[src/rtl/riscv_defines.sv]
// riscv_defines: shared constants and types for the exception sequencer.
//   N_IRQ / IRQ_BITS      - interrupt line count and index width
//   EXC_CAUSE_*           - 6-bit mcause values {is_irq, code[4:0]}
//   exc_seq_state_t       - trap sequencer FSM states
package riscv_defines;

   localparam int unsigned N_IRQ    = 32;
   localparam int unsigned IRQ_BITS = 5;

   localparam logic [5:0] EXC_CAUSE_LSU_ERR  = 6'h05;
   localparam logic [5:0] EXC_CAUSE_ILLEGAL  = 6'h02;
   localparam logic [5:0] EXC_CAUSE_EBREAK   = 6'h03;
   localparam logic [5:0] EXC_CAUSE_ECALL    = 6'h0B;
   localparam logic [5:0] EXC_CAUSE_TAG_VIOL = 6'h18;

   typedef enum logic [1:0] {
      EXC_IDLE,
      EXC_REQ,
      EXC_SAVE
   } exc_seq_state_t;

endpackage

[src/rtl/riscv_irq_prio_enc.sv]
// riscv_irq_prio_enc: lowest-index-first priority encoder.
//   req_i   [N-1:0]  request lines, bit 0 highest priority
//   idx_o   [W-1:0]  index of the lowest set bit (0 when none set)
//   valid_o          at least one request line set
module riscv_irq_prio_enc #(
   parameter int unsigned N = 32,
   parameter int unsigned W = 5
) (
   input  logic [N-1:0] req_i,
   output logic [W-1:0] idx_o,
   output logic         valid_o
);

   // Scan from the top down so the lowest set index is written last.
   always_comb begin
      idx_o   = '0;
      valid_o = |req_i;
      for (int unsigned i = N; i > 0; i--) begin
         if (req_i[i-1]) idx_o = W'(i - 1);
      end
   end

endmodule

[src/rtl/riscv_exc_sequencer.sv]
// riscv_exc_sequencer: trap-request sequencer between ID exception sources,
// the core controller and the CSR block.
//   irq_i / irq_enable_i     level interrupts (bit 0 highest) and global enable
//   lsu_err_i, illegal_insn_i, ebrk_insn_i, ecall_insn_i  synchronous exceptions
//   eret_insn_i / id_valid_i retired eret -> restore_o one cycle later
//   ctrl_ack_i               controller accepts the pending request
//   req_o / req_is_irq_o     pending request and its kind
//   cause_o                  {is_irq, code[4:0]} for the CSR block
//   save_cause_o / save_id_o one-cycle strobes after acknowledge
//   restore_o                one-cycle mstatus restore strobe
// Optional: define DIFT_TRAP_EN to add tag_viol_i / tag_trap_en_i, which raise
// cause 6'h18 between lsu_err and illegal in priority.
module riscv_exc_sequencer
   import riscv_defines::*;
#(
   parameter int unsigned N_IRQ    = 32,
   parameter int unsigned IRQ_BITS = 5
) (
   input  logic             clk,
   input  logic             rst_n,
   input  logic [N_IRQ-1:0] irq_i,
   input  logic             irq_enable_i,
   input  logic             lsu_err_i,
   input  logic             illegal_insn_i,
   input  logic             ebrk_insn_i,
   input  logic             ecall_insn_i,
   input  logic             eret_insn_i,
   input  logic             id_valid_i,
   input  logic             ctrl_ack_i,
`ifdef DIFT_TRAP_EN
   input  logic             tag_viol_i,
   input  logic             tag_trap_en_i,
`endif
   output logic             req_o,
   output logic             req_is_irq_o,
   output logic [5:0]       cause_o,
   output logic             save_cause_o,
   output logic             save_id_o,
   output logic             restore_o
);

   exc_seq_state_t state_q, state_d;
   logic [5:0]     cause_q, cause_d;
   logic           restore_q, restore_d;

   logic [IRQ_BITS-1:0] irq_idx;
   logic                irq_any;
   logic                irq_valid;
   logic                exc_valid;
   logic [5:0]          exc_cause;
   logic                held_irq_live;

   riscv_irq_prio_enc #(
      .N (N_IRQ),
      .W (IRQ_BITS)
   ) u_irq_prio_enc (
      .req_i   (irq_i),
      .idx_o   (irq_idx),
      .valid_o (irq_any)
   );

   assign irq_valid = irq_enable_i & irq_any;

   // Sources are listed lowest priority first; the last match wins.
   always_comb begin
      exc_valid = 1'b0;
      exc_cause = '0;
      if (ecall_insn_i) begin
         exc_valid = 1'b1;
         exc_cause = EXC_CAUSE_ECALL;
      end
      if (ebrk_insn_i) begin
         exc_valid = 1'b1;
         exc_cause = EXC_CAUSE_EBREAK;
      end
      if (illegal_insn_i) begin
         exc_valid = 1'b1;
         exc_cause = EXC_CAUSE_ILLEGAL;
      end
`ifdef DIFT_TRAP_EN
      if (tag_viol_i & tag_trap_en_i) begin
         exc_valid = 1'b1;
         exc_cause = EXC_CAUSE_TAG_VIOL;
      end
`endif
      if (lsu_err_i) begin
         exc_valid = 1'b1;
         exc_cause = EXC_CAUSE_LSU_ERR;
      end
   end

   // The held interrupt is withdrawn only when its own line (or the enable)
   // drops; other lines are picked up again from IDLE.
   assign held_irq_live = irq_enable_i & irq_i[cause_q[IRQ_BITS-1:0]];

   always_comb begin
      state_d   = state_q;
      cause_d   = cause_q;
      restore_d = 1'b0;
      unique case (state_q)
         EXC_IDLE: begin
            if (exc_valid) begin
               cause_d = exc_cause;
               state_d = EXC_REQ;
            end else if (irq_valid) begin
               cause_d = {1'b1, irq_idx};
               state_d = EXC_REQ;
            end else if (eret_insn_i & id_valid_i) begin
               restore_d = 1'b1;
            end
         end
         EXC_REQ: begin
            if (ctrl_ack_i) begin
               state_d = EXC_SAVE;
            end else if (cause_q[5] & exc_valid) begin
               cause_d = exc_cause;
            end else if (cause_q[5] & ~held_irq_live) begin
               cause_d = '0;
               state_d = EXC_IDLE;
            end
         end
         EXC_SAVE: begin
            cause_d = '0;
            state_d = EXC_IDLE;
         end
         default: begin
            cause_d = '0;
            state_d = EXC_IDLE;
         end
      endcase
   end

   always_ff @(posedge clk or negedge rst_n) begin
      if (!rst_n) begin
         state_q   <= EXC_IDLE;
         cause_q   <= '0;
         restore_q <= 1'b0;
      end else begin
         state_q   <= state_d;
         cause_q   <= cause_d;
         restore_q <= restore_d;
      end
   end

   assign req_o        = (state_q == EXC_REQ);
   assign req_is_irq_o = (state_q == EXC_REQ) & cause_q[5];
   assign cause_o      = cause_q;
   assign save_cause_o = (state_q == EXC_SAVE);
   assign save_id_o    = (state_q == EXC_SAVE);
   assign restore_o    = restore_q;

endmodule

[config.mk]
export PLATFORM = sky130hd
export DESIGN_NAME = riscv_exc_sequencer
export DESIGN_NICKNAME = d
export VERILOG_FILES = /design/src/rtl/riscv_defines.sv /design/src/rtl/riscv_irq_prio_enc.sv /design/src/rtl/riscv_exc_sequencer.sv
export SDC_FILE = /design/constraint.sdc
export NUM_CORES = 1
export LEC_CHECK = 0
export BUFFER_PORTS_ARGS = -buffer_cell sky130_fd_sc_hd__buf_2
export CAP_MARGIN = 15
export CORE_UTILIZATION = 45
export CTS_BUF_LIST = sky130_fd_sc_hd__clkbuf_16
export DETAILED_ROUTE_END_ITERATION = 16
export MAX_ROUTING_LAYER = met4
export PLACE_DENSITY = 0.76
export SKIP_LAST_GASP = 1
export SLEW_MARGIN = 20
export SYNTH_ARGS = -nofsm -noshare
export SYNTH_HDL_FRONTEND = slang
export SYNTH_HIERARCHICAL = 1
export SYNTH_SLANG_ARGS = --single-unit
[constraint.sdc]
create_clock -name clk -period 4.55 [get_ports clk]
set_input_delay 0 -clock clk [delete_from_list [all_inputs] [get_ports clk]]
set_output_delay 0 -clock clk [all_outputs]
set_load 0.005 [all_outputs]
Word-level counts from Yosys, hierarchy flattened
Index checks and enable logic that the tools add are counted.
{ "word_totals": {"regBits": 9, "output_inout_bits": 11, "word_cells": 80} }
{ "classes": {"magnitude_cmp": 1, "n_eq_ne": 7, "mux": 58, "bitwise": 7, "n_reduce_logical": 4} }
{ "op_table": {"columns": ["operator", "n"], "rows": [
  ["$mux 5", 32],
  ["$mux 6", 8],
  ["$reduce_or 32->1", 1],
  ["$pmux 6 s2", 1],
  ["$mux 2", 5],
  ["$mux 1", 9],
  ["$and 1x1->1", 6],
  ["$lt 5x6->1 const B", 1],
  ["$ne 3x3->1 const B", 2],
  ["$reduce_and 3->1", 2],
  ["$bmux 1 s5", 1],
  ["$mux 4", 1],
  ["$pmux 2 s2", 1],
  ["$ne 3x1->1 const B", 1],
  ["$ne 3x2->1 const B", 1],
  ["$eq 2x1->1 const B", 1],
  ["$eq 2x2->1 const B", 1],
  ["$logic_not 2->1", 1],
  ["$ne 2x2->1 const B", 1],
  ["$not 1->1", 1]
]} }

Longest topological paths before layout
Gate-level depths: netlist of the first run.
{ "depth": {"depth_word": 35, "mapped_depth": 10, "depth_no_buf": 10} }

Modules after synthesis
The synthesis of the first run kept the hierarchy.
{ "by_module_without_submodules": {"columns": ["module", "n_inst", "cells_each", "area_per_inst_um2"], "rows": [
  ["riscv_exc_sequencer", 1, 90, 842.1],
  ["riscv_irq_prio_enc", 1, 65, 385.4]
]} }

Worst setup path before layout of the first run
No wires, ideal clock.
{ "synth_timing": {"path_type": "flip-flop to flip-flop", "startpoint": "register cause_q[0], in the netlist cause_o[0]", "endpoint": "register cause_q[0], in the netlist cause_o[0]", "setup_ps": 121, "arrival_ps": 2084, "required_ps": 4429, "setup_slack_ps": 2345, "path_stages_with_launch": 7, "path_buffers": 1, "synth_period_minus_slack_ps": 2205, "cell_sequence": "dfrtp_1 buf_6 mux4_2 mux2_2 a221o_1 a41o_1 a22o_1"} }
{ "synth_between": {"elab_chain_cells": 7} }
{ "synth_lines": {"columns": ["item", "line_no", "text"], "rows": [
  ["start: declaration", "riscv_exc_sequencer.sv:43", "logic [5:0] cause_q, cause_d;"],
  ["start signal: assignment", "riscv_exc_sequencer.sv:140", "cause_q <= cause_d;"],
  ["$bmux 1 s5", "riscv_exc_sequencer.sv:94", "assign held_irq_live = irq_enable_i & irq_i[cause_q[IRQ_BITS-1:0]];"],
  ["$mux 1 (implied by the code)", "riscv_exc_sequencer.sv:94", null],
  ["$and 1x1->1", "riscv_exc_sequencer.sv:94", null],
  ["$not 1->1", "riscv_exc_sequencer.sv:117", "end else if (cause_q[5] & ~held_irq_live) begin"],
  ["$and 1x1->1", "riscv_exc_sequencer.sv:117", null],
  ["$ne 3x1->1 (no line)", null, null],
  ["$reduce_and 3->1 (no line)", null, null]
]} }
Every way passes these cells. The select of a mux whose other input is x is not followed.
A chain may end at the register's enable or synchronous reset.

Final worst setup path of the first run
{ "layout_timing": {"startpoint": "register cause_q[0], in the netlist cause_o[0]", "endpoint": "register cause_q[1], in the netlist cause_o[1]"} }
The elaborated chain is that of the path after synthesis.

==> results of run 1 <==
routing by layer:
metal  GRT usage, %  wire length, um  up-vias
li1               -                -      717
met1           36.2             1600      663
met2           46.5             1770       68
met3           1.11              189        2
met4           7.69               27        0
met5              -                0        -
power by group:
part / internal [uW] / switching, uW / total (uW)
sequential: 90.8 / 41.1 / 132
combinational: 98.8 / 81.7 / 180
clock: 114 / 34.7 / 149
total: 304 / 157 / 461
worst max-delay path by stage:
| stage | start | endpoint | depth (start not counted) |
|---|---|---|---|
| 5_1_grt | cause_o[0] | cause_o[1] | 5 |
| 2_1_floorplan | cause_o[0] | cause_o[0] | 6 |
| 4_1_cts | cause_o[0] | cause_o[1] | 5 |
| 6_report | cause_o[0] | cause_o[1] | 5 |
| 3_3_place_gp | cause_o[0] | cause_o[1] | 5 |
| 3_5_place_dp | cause_o[0] | cause_o[1] | 5 |
through the flow:
stage               instances  total power [uW]  area, um2  setup slack (ps)
floorplan                 155               252       1230              2340
global placement          231               302       1480              2070
detailed placement        231               308       1480              2010
CTS                       236               461       1570              2000
global route              236               491       1570              1870
finish                    236               461       1570              1970
cells by family (layout without fill, tap and decap cells):
family,after synthesis,count (layout)
buffers and inverters,15,66
muxes,15,15
and+or+nand+nor,70,70
DFF,9,9
AOI/OAI and AO/OA,46,46
cell usage in the layout, fill, tap and decap left out, types with 6 or more instances in the layout:
| cell | n |
|---|---|
| a21oi_1 | 12 |
| inv_1 | 10 |
| dfrtp_1 | 9 |
| buf_2 | 52 |
| nand2_1 | 9 |
| mux2i_1 | 10 |
| nor3_1 | 6 |
| nor2_1 | 20 |
| nor4_1 | 7 |
worst max-delay path, stage by stage, from the launching register on:
cell     delay, ps
dfrtp_1        700
mux4_1         610
mux2_2         270
a221o_1        320
a41o_1         300
a22o_1         250
Yosys cell counts (all sizes together) (3+ instances only):
master | number | share of area [%]
buf | 3 | 2.4
a2111oi | 3 | 2.1
inv | 9 | 2.8
a21oi | 12 | 4.9
nor2 | 20 | 6.1
o21ai | 4 | 1.6
mux4 | 4 | 8.3
nor2b | 4 | 2.0
mux2i | 10 | 8.2
nor3 | 8 | 4.1
nor4 | 7 | 3.6
nand3 | 4 | 1.6
nand2 | 9 | 2.8
or4 | 5 | 3.7
nand4 | 3 | 1.5
dfrtp | 9 | 18
o31ai | 4 | 2.4
clkbuf | 3 | 0.92
a22o | 3 | 2.1
a211oi | 3 | 1.8
registers in the layout, summed over array words and instances, names as in the netlist:
name,flops
cause_o,6
state_q,2
restore_o,1
timing repair:
item	in CTS	in global routing
gates resized for setup	0	0
hold buffers	1	0
setup buffers	0	0
endpoints found under the hold margin	9	0
final cells by class:
type	count	area, um2
fillers	236	950
flip-flops and latches	9	225
repair buffers	53	270
clock inverters	1	3.75
clock buffers	3	75.1
well taps	30	37.5
multi-input cells	131	927
inverters	9	33.8
==> impl_metrics.yaml, run 1 <==
outcome:
  status: "finished clean"
logic_synthesis:
  synth_top_family_by_area: "simple AND/OR/NAND/NOR gates"
  syn_avg_cell_area_um2: 7.92
  yosys.area_share.simple_pct: 31.2
  synth-compound-area-share_pct: 27.0
  synth_nets: 197
  ys.flop_type: "dfrtp_1"
  ys_seq_area_share_pct: 18.3
  synth_warnings: 6
  synth-adder-area-share_pct: 0
  synth-xor-area-share_pct: 0
  synth_mux_area_share_pct: 17.3
  ys_seq_elements: 9
  synth_edf_count: 0
  synth.distinct_cells: 49
  synth.cell_area_um2: 1230
  ys_async_sr_fraction_pct: 100
  netlist_instances: 155
clocking:
  cts_tree: "done"
  clock_path_buffers: 2
  cts.reportedPaths.clkPinSlew_ps: 40
  clock_sinks: 9
  worstSkewPairLatency_ps: 230
  cts_max_level: 1
  cts_buffers: 3
  ctsRootBufferMaster: "clkbuf_16"
worst_setup_path:
  critPathRequiredTime_ps: 4660
  r2r_cells: 5
  startpoint_type: "flop"
  critPathArrivalTime_ps: 2690
  path_class: "reg -> reg"
  crit_fanout: 12
  timing.rr.end: "cause_o[1]"
  reg2reg_from: "cause_o[0]"
  r2r_slack_ps: 1970
  worstSetupEndpointType: "flop"
global_route:
  grt_usage_pct: 27.8
  grt_max_degree: 14
  grt_overflow_total: 0
  grt_pass1_wl_um: 5880
  grt_pass1_vias: 1311
  antenna_found_initial: 0
drt:
  first_iter_violations: 63
  drc: 0
  vias_per_cell: 6.14
  postRouteWirelength_um: 3580
  drtPass1Iterations: 4
  num_vias: 1450
  wl_per_cell_um: 15.2
  final_antenna_net_count: 0
run:
  maxCapViolations: 0
hold_path:
  hold_class: "in -> reg"
  min_from: "ctrl_ack_i"
  whs_endpoint: "state_q[1]"
  min_path_cells: 2
sta:
  tightestPinTransition_ps: 695
  rsz0062_at_grt: "no"
  hold_viol_final: 0
  finalSetupViolations: 0
  skew_ps: 2.37
  tns_ps: 0
  min_period_ps: 2580
  drv_slew: 0
  slew_headroom_pct: 53.2
  post-route-period-util_pct: 56.7
  max_freq_ghz: 0.387
  holdWs_ps: 8.36
place:
  globalplace.congestion: 0.908
  io_buffers: 52
  dp_hpwl_um: 2850
floorplan:
  die_h_um: 54.2
  std_cell_rows: 18
  start_util_pct: 48.7
  dieArea_um2: 2940
  io-pin-count: 53
  core_um2: 2520
  die_w_um: 54.2
cells_and_area:
  drive_above_1_share_pct: 30.6
  layout.nets: 249
  n_antenna_cell: 0
  area_delta_synth_final_pct: 28.1
  postLayoutCoreUtil_pct: 62.4
power_and_ir_drop:
  power.density_nw_per_um2: 293
  irDropWorstVdd_mv: 0.346
  leakage_uw: 0.000690
Note: power is estimated with default switching activity, not from simulation.
==> run 2, diff against run 1 <==
--- a/config.mk
+++ b/config.mk
@@ -5,13 +5,14 @@
 export SDC_FILE = /design/constraint.sdc
 export NUM_CORES = 1
 export LEC_CHECK = 0
+export ABC_AREA = 1
 export BUFFER_PORTS_ARGS = -buffer_cell sky130_fd_sc_hd__buf_2
 export CAP_MARGIN = 15
 export CORE_UTILIZATION = 45
 export CTS_BUF_LIST = sky130_fd_sc_hd__clkbuf_16
 export DETAILED_ROUTE_END_ITERATION = 16
 export MAX_ROUTING_LAYER = met4
-export PLACE_DENSITY = 0.76
+export PLACE_DENSITY = 0.77
 export SKIP_LAST_GASP = 1
 export SLEW_MARGIN = 20
 export SYNTH_ARGS = -nofsm -noshare
==> constraint.sdc (replaced) <==
create_clock -name clk -period 2.2 [get_ports clk]
set_input_delay 0 -clock clk [delete_from_list [all_inputs] [get_ports clk]]
set_output_delay 0 -clock clk [all_outputs]
set_load 0.005 [all_outputs]
==> run 2 against run 1 <==
Largest power group unchanged. First-iteration DRC count up 37%. Area after synthesis rose by 15%. Clock-buffer cell count is the same. Highest routed layer is now met3. Critical endpoint is now cause_o[0]. Combinational power rose to 4.1 times the previous value. The run now ends with DRC left. Non-clock buffer count rose by 3.
==> impl_metrics.yaml, run 2 <==
clocking:
  ctsResizeCount: 0
  cts_tree: "done"
  cts_buffers: 3
  clock_path_buffers: 2
  cts_max_level: 1
  cts.reportedPaths.clkPinSlew_ps: 40
  worstSkewPairLatency_ps: 240
  clock_sinks: 9
  postCtsSetupBuffers: 0
  ctsRootBufferMaster: "clkbuf_16"
floorplan:
  die_h_um: 58.0
  io-pin-count: 53
  std_cell_rows: 19
  die_w_um: 58.0
  core_um2: 2850
  start_util_pct: 49.4
  dieArea_um2: 3360
place:
  place_inst: 333
  dpl_cell_area_um2: 1670
  globalplace.congestion: 0.819
  dp_hpwl_um: 2720
  io_buffers: 52
run:
  maxCapViolations: 0
worst_setup_path:
  setup.worst_path.start: "irq_i[30]"
  r2r_cells: 12
  crit_fanout: 3
  startpoint_type: "input pin"
  critPathArrivalTime_ps: 2010
  crit_path_frequent_cell: "nand2_1"
  critPathRequiredTime_ps: 2380
  r2r_slack_ps: 480
  crit_end: "cause_o[0]"
  worstSetupEndpointType: "flop"
  reg2reg_from: "cause_o[1]"
  slowest_delay_ps: 160
  crit_path_top_delay_cell: "a22oi_1"
  path_class: "in -> reg"
  timing.rr.end: "cause_o[2]"
logic_synthesis:
  netlist_instances: 253
  synth_warnings: 6
  ys_async_sr_fraction_pct: 100
  synth.area.top_cells: "nand2_1 25%, dfrtp_1 16%, nand3_1 12%, inv_1 9.6%, nor2_1 5.6%"
  synth.most_common_cell: "nand2_1"
  ys_seq_area_share_pct: 16.0
  ys_seq_elements: 9
  ys.flop_type: "dfrtp_1"
  synth.distinct_cells: 34
  synth.cell_area_um2: 1410
  synth_area_leader_cell: "nand2_1"
  synth.top_cell.area_share_pct: 24.8
  synth_nets: 295
  synth_edf_count: 0
  synth_common_cells: "93 x nand2_1, 36 x inv_1, 35 x nand3_1"
  syn_avg_cell_area_um2: 5.57
sta:
  slew_headroom_pct: 64.5
  post-route-period-util_pct: 83.5
  hold_viol_final: 0
  rsz0062_at_grt: "yes"
  tns_ps: 0
  drv_slew: 0
  skew_ps: 0.322
  max_freq_ghz: 0.545
  tightestPinTransition_ps: 531
  finalSetupViolations: 0
  min_period_ps: 1840
cells_and_area:
  final_cell_mix: "93 x nand2_1, 52 x buf_2, 37 x inv_1"
  largest_register_ffs: 6
  fillers: 299
  fin_cells: 339
  area_delta_synth_final_pct: 25.2
  layout_commonest_cell: "nand2_1"
  drive_above_1_share_pct: 26.9
  layout.nets: 351
  stdcell_area_um2: 1760
  n_antenna_cell: 0
  postLayoutCoreUtil_pct: 61.8
drt:
  postRouteWirelength_um: 3370
  num_vias: 1651
  final_antenna_net_count: 0
  first_iter_violations: 86
  dr_wl_met3_um: 139
  drtPass1Iterations: 11
  dr_wl_met2_um: 1560
  top_layer_used: "met3"
  wl_met1_um: 1670
  vias_per_cell: 4.87
  wl_per_cell_um: 9.94
  drc: 3
power_and_ir_drop:
  power.density_nw_per_um2: 757
  irDropWorstVdd_mv: 0.533
  leakage_uw: 0.00104
  totalPowerFinal_uw: 1340
outcome:
  status: "finished with violations"
  violations: "DRC"
global_route:
  grt_pass1_vias: 1495
  grt_max_degree: 17
  grt_pass1_wl_um: 5950
  antenna_found_initial: 0
  grt_overflow_total: 0
  grt_usage_pct: 22.8
hold_path:
  hold_class: "in -> reg"
## run 2: cell types whose count changed after synthesis, moves of 7 or more
| cell | previous run | this run |
|---|---|---|
| nand2_1 | 9 | 93 |
| nand3_1 | 4 | 35 |
| mux2i_1 | 10 | 0 |
| inv_2 | 0 | 7 |
| inv_1 | 9 | 36 |
## run 2: cells by family (layout without fill, tap and decap cells)
kind of cell	after synthesis	after routing	share of synthesized area, %
AO/OA/AOI/OAI	23	23	10.4
buffers and inverters	51	106	18.8
flip-flops	9	9	16.0
AND/OR/NAND/NOR	170	170	54.8
## run 2: layout make-up
| type | count | area (um2) | share of cell area (%) |
|---|---|---|---|
| multi-input combinational | 193 | 918 | 52.1 |
| timing repair buffer | 56 | 295 | 16.7 |
| sequential | 9 | 225 | 12.8 |
| inverter | 46 | 208 | 11.8 |
| clock buffer | 3 | 75.1 | 4.26 |
| tap | 31 | 38.8 | 2.20 |
| clock inverter | 1 | 3.75 | 0.213 |
## run 2: worst min-delay path by stage
stage                       to  slack (ps)        start  cells after the start
CTS                  restore_o           4  eret_insn_i                      2
detailed placement   restore_o        -140        rst_n                      1
global route         restore_o          10  eret_insn_i                      2
finish               restore_o           8  eret_insn_i                      2
global placement     restore_o        -140        rst_n                      1
floorplan           cause_o[0]        -300        rst_n                      0
## run 2: per-stage QoR
stage	hold WS (ps)	worst slack [ps]
final	8.43	364
after global routing	10.0	-131
after CTS	4.01	331
after detailed placement	-141	93.4
after global placement	-144	120
after floorplan	-296	438
## run 2: where the power goes
part	switching [uW]	internal, uW
sequential	67.3	206
combinational	454	289
clock	82.6	238
## run 2: critical path: cells and delay by family
family / cells / cell delay (ps)
buffers and inverters: 2 / 170
AO/OA/AOI/OAI: 3 / 360
AND/OR/NAND/NOR: 31 / 1520
## run 2: layer usage
| layer | up-vias | GRT usage [%] |
|---|---|---|
| met5 | - | - |
| met4 | 0 | 3.74 |
| met3 | 0 | 2.68 |
| met2 | 41 | 38.8 |
| met1 | 707 | 29.6 |
| li1 | 903 | - |
## run 2: what timing repair did
| action | CTS | global route |
|---|---|---|
| hold buffers | 2 | 0 |
| hold endpoints to repair | 10 | 0 |
| endpoints found under the setup margin | 0 | 1 |
